## config.mk

```make
export PLATFORM = sky130hd
export DESIGN_NAME = mult_div_unit
export DESIGN_NICKNAME = d
export VERILOG_FILES = /design/src/rtl/mult_div_unit.sv
export SDC_FILE = /design/constraint.sdc
export NUM_CORES = 1
export LEC_CHECK = 0
export CAP_MARGIN = 20
export CELL_PAD_IN_SITES_DETAIL_PLACEMENT = 0
export CELL_PAD_IN_SITES_GLOBAL_PLACEMENT = 1
export CORE_MARGIN = 2
export CORE_UTILIZATION = 39
export CTS_CLUSTER_DIAMETER = 150
export DETAILED_ROUTE_END_ITERATION = 8
export GPL_TIMING_DRIVEN = 1
export PLACE_DENSITY_LB_ADDON = 0.1
export SYNTH_ARGS = -nofsm -noshare
export SYNTH_HDL_FRONTEND = slang
export SYNTH_SLANG_ARGS = --single-unit
```

## constraint.sdc

```tcl
create_clock -name clk_i -period 5.5 [get_ports clk_i]
set_input_delay 1.1 -clock clk_i [delete_from_list [all_inputs] [get_ports clk_i]]
set_output_delay 1.1 -clock clk_i [all_outputs]
set_load 0.005 [all_outputs]
```

## src/rtl/mult_div_unit.sv

```systemverilog
// Iterative radix-2 multiply/divide unit with HI/LO result registers.
// Define MDU_DIV_EN to build the restoring divider (DIVU/DIV).
module mult_div_unit (
   input  logic        clk_i,
   input  logic        rst_i,
   input  logic        start_i,
   input  logic [1:0]  op_i,
   input  logic [31:0] RSdata_i,
   input  logic [31:0] RTdata_i,
   input  logic        mthi_i,
   input  logic        mtlo_i,
   output logic        busy_o,
   output logic        done_o,
   output logic [31:0] HI_o,
   output logic [31:0] LO_o
);

   typedef enum logic [1:0] {IDLE, CALC, DONE} state_t;

   state_t      state_q, state_d;
   logic [4:0]  cnt_q;
   logic [31:0] a_q;
   logic [63:0] prod_q, prod_d, res;
   logic        neg_q;
   logic        accept, op_ok, move_ok;
   logic        sa, sb;
   logic [31:0] mag_rs, mag_rt;
   logic [32:0] mul_sum;
   logic [63:0] mul_next;

`ifdef MDU_DIV_EN
   logic        is_div_q, rneg_q;
   logic [32:0] div_shift;
   logic        div_ge;
   logic [31:0] div_rem;
   logic [63:0] div_next;
   assign op_ok = 1'b1;
`else
   assign op_ok = ~op_i[1];
`endif

   assign sa     = op_i[0] & RSdata_i[31];
   assign sb     = op_i[0] & RTdata_i[31];
   assign mag_rs = sa ? -RSdata_i : RSdata_i;
   assign mag_rt = sb ? -RTdata_i : RTdata_i;

   always_ff @(posedge clk_i or posedge rst_i) begin
      if (rst_i) state_q <= IDLE;
      else       state_q <= state_d;
   end

   always_comb begin
      state_d = state_q;
      accept  = 1'b0;
      busy_o  = (state_q == CALC);
      done_o  = (state_q == DONE);
      unique case (state_q)
         IDLE, DONE: begin
            state_d = IDLE;
            if (start_i && op_ok) begin
               accept  = 1'b1;
               state_d = CALC;
            end
         end
         CALC: if (cnt_q == 5'd31) state_d = DONE;
         default: state_d = IDLE;
      endcase
   end

   assign move_ok = (state_q != CALC) && !accept;

   // Shift-add: multiplier sits in the low half, product grows from the top.
   assign mul_sum  = {1'b0, prod_q[63:32]} +
                     (prod_q[0] ? {1'b0, a_q} : 33'd0);
   assign mul_next = {mul_sum, prod_q[31:1]};

`ifdef MDU_DIV_EN
   // Restoring step: remainder in the high half, quotient shifts into low.
   assign div_shift = {prod_q[63:32], prod_q[31]};
   assign div_ge    = div_shift >= {1'b0, a_q};
   assign div_rem   = div_shift[31:0] - a_q;
   assign div_next  = {div_ge ? div_rem : div_shift[31:0],
                       prod_q[30:0], div_ge};
`endif

   always_comb begin
      prod_d = mul_next;
      res    = neg_q ? -prod_d : prod_d;
`ifdef MDU_DIV_EN
      if (is_div_q) begin
         prod_d = div_next;
         res    = {rneg_q ? -prod_d[63:32] : prod_d[63:32],
                   neg_q  ? -prod_d[31:0]  : prod_d[31:0]};
      end
`endif
   end

   always_ff @(posedge clk_i or posedge rst_i) begin
      if (rst_i) begin
         cnt_q    <= '0;
         a_q      <= '0;
         prod_q   <= '0;
         neg_q    <= 1'b0;
         HI_o     <= '0;
         LO_o     <= '0;
`ifdef MDU_DIV_EN
         is_div_q <= 1'b0;
         rneg_q   <= 1'b0;
`endif
      end else begin
         if (accept) begin
            cnt_q  <= '0;
            a_q    <= mag_rs;
            prod_q <= {32'd0, mag_rt};
            neg_q  <= sa ^ sb;
`ifdef MDU_DIV_EN
            is_div_q <= op_i[1];
            rneg_q   <= sa;
            // Divide by zero keeps an all-ones quotient unsigned.
            if (op_i[1]) begin
               a_q    <= mag_rt;
               prod_q <= {32'd0, mag_rs};
               neg_q  <= (sa ^ sb) & (|RTdata_i);
            end
`endif
         end else if (state_q == CALC) begin
            prod_q <= prod_d;
            cnt_q  <= cnt_q + 5'd1;
            if (cnt_q == 5'd31) begin
               HI_o <= res[63:32];
               LO_o <= res[31:0];
            end
         end
         if (move_ok) begin
            if (mthi_i) HI_o <= RSdata_i;
            if (mtlo_i) LO_o <= RSdata_i;
         end
      end
   end

endmodule
```

==> impl_metrics.toml, run 1 <==
[status]
status = "finished clean"

[placement]
hpwlAfterDp_mm = 27.6
postPlaceCellArea_mm2 = 0.0132
routabilityCongestion = 0.883
io_buffers = 136

[drt]
drt_first_pass_iters = 5
wl_per_cell_um = 19.6
num_vias = 10600
drt-initial-drc-count = 906
drt_wl_total_mm = 37.2
route.detailed.drc = 0
drtAntennaViolNets = 0
vias_per_cell = 5.62

[critical_path]
regToRegEndpoint = "HI_o[27]$_DFF_PP0_"
crit_path_end_kind = "flop"
crit_type = "reg -> reg"
cp_max_fo = 31
start_kind = "flop"
crit_start = "prod_q[0]$_DFFE_PP0P_"
worstPathArrival_ns = 5.02
r2r_start = "prod_q[0]$_DFFE_PP0P_"
rrSetupSlack_ns = 0.78
r2r_cells = 13
cp.required_ns = 5.79
crit_end = "HI_o[27]$_DFF_PP0_"

[clocking]
cts_resized = 0
clock_latency_ns = 0.43
cts_tree = "built"
hold_buffers = 0
cts_root_buf = "clkbuf_16"
clock_sinks = 168
clk_pin_slew_ns = 0.08
cts_made_buffers = 17
post-cts-setup-buffers = 0
cts_max_level = 4
clockBufferDepth = 2

[synthesis]
ys_seq_area_share_pct = 36.4
synth.most_common_cell = "o21ai_0"
synthArstFlopShare_pct = 100
synthFlopType = "dfrtp_1"
synth_cells = 1408
synth_area_mm2 = 0.0115
synth_commonest_cells = "196 x o21ai_0, 182 x nand2_1, 168 x dfrtp_1, 103 x a21oi_1, 90 x nor2_1"
yosys_register_bits = 168
synth_edf_count = 0
synth_top_area_share_pct = 36.4
ys_types = 71
synth_top_cell_by_area = "dfrtp_1"
synth_nets = 1517
synth.area.top_cells = "dfrtp_1 36%, o21ai_0 8.5%, xor2_1 6.5%"
ys_warn_count = 0
synth_area_per_cell_um2 = 8.20

[die]
die_area_mm2 = 0.0310
die_h_um = 176
coreArea_mm2 = 0.0289
start_util_pct = 39.9
top_level_ports = 137
floorplan.rows = 62
dieWidth_um = 176

[sta]
fin_crit_sh_pct = 85.9
drv_slew = 0
setup_viol = 0
maxSlewHeadroom_pct = 26.9
rsz0062_at_grt = "no"
skew_ns = 0.0131
hold_viol = 0
setup_tns_ns = 0
timing.fmax_mhz = 212
min_period_ns = 4.72
worst_pin_slew_ns = 1.10

[finish]
syn2layout_area_growth_pct = 19.7
drive_above_1_share_pct = 4.64
fin_area_mm2 = 0.0138
n_antenna_cell = 0
fin_nets = 1607

[job]
maxCapViolCount = 0

[global_route]
grt_max_degree = 105
antenna_found_initial = 0
grt_pass1_vias = 10300
grt_pass1_wl_mm = 59.0
grt_overflow = 0
globalRouteTotalUtil_pct = 24.3

[pwr]
powerDensity_mw_per_mm2 = 571
p_leak_nw = 5.52
ir_drop_mv = 0.246

[min_path]
min_path_type = "reg -> reg"
-- registers in the layout (all words and copies together), names as in the netlist --
name,cells
HI_o,32
LO_o,32
a_q,32
cnt_q,5
neg_q,1
prod_q,64
state_q,2
-- critical path: stages (launching register included) --
cell and delay (ns):
dfrtp_1 0.40, buf_4 0.23, and2_1 0.22, fa_1 0.43, a21o_1 0.22, a311o_1 0.50, a2111oi_2 0.39, o21bai_1 0.18
xor2_1 0.23, or4_1 0.65, or4_4 0.62, o31ai_1 0.26, xnor2_1 0.16, o21ai_1 0.08
-- how the worst min path moves through the flow --
stage                             start                  end  slack, ns  depth (start not counted)
global placement    a_q[17]$_DFFE_PP0P_  a_q[17]$_DFFE_PP0P_       0.45                          2
global route        a_q[18]$_DFFE_PP0P_  a_q[18]$_DFFE_PP0P_       0.49                          2
detailed placement  a_q[17]$_DFFE_PP0P_  a_q[17]$_DFFE_PP0P_       0.46                          2
floorplan           a_q[31]$_DFFE_PP0P_  a_q[31]$_DFFE_PP0P_       0.44                          2
CTS                 a_q[17]$_DFFE_PP0P_  a_q[17]$_DFFE_PP0P_       0.48                          2
finish              a_q[18]$_DFFE_PP0P_  a_q[18]$_DFFE_PP0P_       0.47                          2
-- power breakdown --
group	switching, mW	internal (mW)
clock network	0.566	0.664
registers	0.548	1.83
logic	2.45	1.83
total	3.57	4.33
-- area by class of cell --
class | instances | area, µm²
fillers | 2878 | 15100
multi-input cells | 1140 | 6990
flip-flops and latches | 168 | 4210
repair buffers | 150 | 1480
well taps | 384 | 480
clock buffers | 19 | 453
clock inverters | 12 | 131
inverters | 21 | 82.6
-- placed cells by master (no fill, tap or decap), drive strengths merged, types with 3 or more instances in the layout --
| master | instances |
|---|---|
| or3 | 21 |
| a31oi | 11 |
| nor4 | 12 |
| clkbuf | 19 |
| nor3b | 3 |
| clkinv | 3 |
| a21o | 11 |
| a22oi | 35 |
| a211oi | 8 |
| a21oi | 103 |
| or2 | 4 |
| o21a | 4 |
| and3 | 16 |
| xnor2 | 59 |
| mux2i | 9 |
| nor3 | 18 |
| or4 | 18 |
| nand2 | 182 |
| o21bai | 8 |
| o31a | 3 |
| nor2 | 90 |
| nand4 | 8 |
| o22ai | 4 |
| nor2b | 5 |
| clkdlybuf4s50 | 136 |
| o21ai | 209 |
| and2 | 40 |
| nand2b | 7 |
| xor2 | 86 |
| nor4b | 3 |
| buf | 14 |
| ha | 37 |
| o31ai | 35 |
| nand3b | 3 |
| o41ai | 11 |
| inv | 28 |
| nand3 | 46 |
| dfrtp | 168 |
-- stage by stage --
stage	power [mW]	utilization [%]	worst slack, ns	hold slack, ns	std cells
floorplan	5.07	-	1.14	0.438	1408
global placement	6.62	45.7	0.880	0.455	1863
detailed placement	6.64	45.7	0.825	0.462	1863
CTS	7.90	47.8	0.815	0.477	1894
global route	8.55	47.8	0.458	0.491	1894
finish	7.89	47.8	0.778	0.471	1894
-- layer usage --
layer,share of wire (%),GRT usage [%],vias up,routed length [µm]
li1,-,-,5247,-
met1,49,36.0,5135,18300
met2,46,38.3,237,16900
met3,4.0,2.91,29,1510
met4,1.2,5.03,0,464
met5,0,0,-,0
-- cell families after synthesis --
group / synth area share [%]
AO/OA/AOI/OAI: 24.2
XOR/XNOR: 11.0
adder cells (fa/ha/maj): 4.18
buffers and inverters: 3.26
flip-flops: 36.4
multiplexers: 0.780
AND/OR/NAND/NOR: 20.2
Note: power is estimated with default switching activity, not from simulation.
==> inputs of run 2 (changes only) <==
--- a/config.mk
+++ b/config.mk
@@ -13,7 +13,7 @@
 export CTS_CLUSTER_DIAMETER = 150
 export DETAILED_ROUTE_END_ITERATION = 8
 export GPL_TIMING_DRIVEN = 1
-export PLACE_DENSITY_LB_ADDON = 0.1
+export PLACE_DENSITY = 0.8
 export SYNTH_ARGS = -nofsm -noshare
 export SYNTH_HDL_FRONTEND = slang
 export SYNTH_SLANG_ARGS = --single-unit
==> run 2 against run 1 <==
Against the previous run:
- register-to-register slack better by 0.04 ns
- final cell count stayed put
- routed wire length is 3.4% lower
- clock-buffer cell count stayed put
- setup slack better by 0.036 ns
- utilization is 0.14 points higher
- critical path type unchanged
- largest cell class unchanged
- highest routed layer unchanged
==> impl_metrics.toml, run 2 (synthesis gave the netlist of run 1 again) <==
[critical_path]
crit_chain = "buf_4 -> and2_1 -> ha_1 -> and3_1 -> a221oi_1 -> a2111oi_0 -> nor3_1 -> nand4b_1 -> or3_4 -> or4_4 -> o31ai_4 -> xnor2_1 -> a21oi_1"
regToRegEndpoint = "HI_o[30]$_DFF_PP0_"
r2r_start = "prod_q[0]$_DFFE_PP0P_"
cp.required_ns = 5.79
start_kind = "flop"
crit_type = "reg -> reg"
rrSetupSlack_ns = 0.81
crit_start = "prod_q[0]$_DFFE_PP0P_"
crit_path_end_kind = "flop"
crit_slowest_cell = "nor3_1"
r2r_cells = 13
worstPathArrival_ns = 4.98
slowest_delay_ns = 0.75
cp_max_fo = 30

[pwr]
p_sw_share_pct = 44.7
combPwrFrac_pct = 54.7
p_leak_nw = 5.53
ir_drop_mv = 0.224
power.switching_mw = 3.52
internal-power_mw = 4.35
powerDensity_mw_per_mm2 = 568
p_clk_share_pct = 15.8
seq_power_share_pct = 29.5

[placement]
hpwlAfterDp_mm = 26.2
routabilityCongestion = 0.876
io_buffers = 136
dp_cells = 1860
dp_slack_ns = 0.801

[finish]
top_register = "prod_q"
final_util_pct = 47.9
fin_nets = 1606
mostFrequentLayoutCells = "196 x o21ai_0, 180 x nand2_1, 167 x dfrtp_1"
layout_commonest_cell = "o21ai_0"
n_antenna_cell = 0
drive_above_1_share_pct = 4.57
syn2layout_area_growth_pct = 20.0
num-fill-cells = 2850
stdcell_count = 1894
largest_register_ffs = 64

[global_route]
grt_pass1_vias = 10200
globalRouteTotalUtil_pct = 23.5
grt_max_degree = 169
antenna_found_initial = 0
grt_pass1_wl_mm = 57.4
met2_usage_pct = 37.5
grt_overflow = 0
use_met3_pct = 3.66
grt_busiest_layer = "met2"
met1_usage_pct = 33.3

[clocking]
clock_sinks = 168
cts_resized = 0
cts_tree = "built"
cts_made_buffers = 17
clk_pin_slew_ns = 0.07
cts_root_buf = "clkbuf_16"
clock_latency_ns = 0.43
post-cts-setup-buffers = 0
clockBufferDepth = 2
hold_buffers = 0
cts_max_level = 4

[sta]
min_period_ns = 4.69
setup_viol = 0
maxSlewHeadroom_pct = 32.3
skew_ns = 0.0138
drv_slew = 0
fin_crit_sh_pct = 85.2
rsz0062_at_grt = "no"
worst_pin_slew_ns = 1.02
hold_viol = 0
setup_tns_ns = 0
fin_ws_ns = 0.815
timing.fmax_mhz = 213

[drt]
vias_per_cell = 5.72
num_vias = 10800
route.detailed.drc = 0
drt_first_pass_iters = 5
wl_per_cell_um = 19.0
drt-initial-drc-count = 809
drtAntennaViolNets = 0
drt_wl_total_mm = 35.9

[min_path]
hold_depth = 2
min_path_type = "reg -> reg"
hold_path_startpoint = "a_q[13]$_DFFE_PP0P_"
holdPathEnd = "a_q[13]$_DFFE_PP0P_"

[die]
floorplan.rows = 62
start_util_pct = 39.9
dieWidth_um = 176
die_area_mm2 = 0.0310
coreArea_mm2 = 0.0289
die_h_um = 176
top_level_ports = 137

[job]
maxCapViolCount = 0

[status]
status = "finished clean"
## run 2: changes by cell type in the layout (fill, tap and decap cells not counted), sizes merged
| cell | previous run | this run |
|---|---|---|
| buf | 14 | 13 |
| bufinv | 1 | 2 |
| clkinv | 3 | 2 |
| clkinvlp | 1 | 2 |
## run 2: worst max-delay path by stage
stage,to,slack (ns),cells after the start
after floorplan,HI_o[29]$_DFF_PP0_,1.14,14
after global placement,a_q[29]$_DFFE_PP0P_,0.91,11
after detailed placement,a_q[29]$_DFFE_PP0P_,0.80,11
after CTS,HI_o[29]$_DFF_PP0_,0.90,13
after global routing,HI_o[29]$_DFF_PP0_,0.66,13
final,HI_o[30]$_DFF_PP0_,0.81,13
## run 2: stage by stage
stage | hold WS, ns | instance area (µm²) | power [mW]
finish | 0.469 | 13900 | 7.87
global route | 0.521 | 13900 | 8.53
CTS | 0.477 | 13800 | 7.87
detailed placement | 0.463 | 13200 | 6.58
global placement | 0.454 | 13200 | 6.53
floorplan | 0.438 | 11600 | 5.07
## run 2: critical path: cells and delay by family, from the launching register on
kind | cells | cell delay [ns]
buffers and inverters | 1 | 0.23
adder cells (fa/ha/maj) | 1 | 0.37
XOR/XNOR | 1 | 0.14
AO/OA/AOI/OAI | 4 | 1.04
flip-flops | 1 | 0.40
AND/OR/NAND/NOR | 6 | 2.36
## run 2: final cells by class
type	instances	area, µm²	share of cell area (%)
Tap cell	384	480	3.47
Inverter	21	82.6	0.596
Clock buffer	19	443	3.20
Timing Repair Buffer	149	1500	10.9
Sequential cell	168	4210	30.3
Clock inverter	13	156	1.13
Multi-Input combinational cell	1140	6990	50.4
## run 2: power by group through the flow
stage / Clock, mW / Combinational, mW / Sequential [mW]
floorplan: 0 / 2.87 / 2.19
global placement: 0 / 4.21 / 2.32
detailed placement: 0 / 4.25 / 2.33
CTS: 1.27 / 4.28 / 2.31
global route: 1.33 / 4.80 / 2.40
finish: 1.24 / 4.31 / 2.32
## run 2: layer usage
| layer | part of all wire (%) | up-vias |
|---|---|---|
| li1 | - | 5239 |
| met1 | 46 | 5254 |
| met2 | 47 | 308 |
| met3 | 5.7 | 25 |
| met4 | 1.5 | 0 |
| met5 | 0 | - |
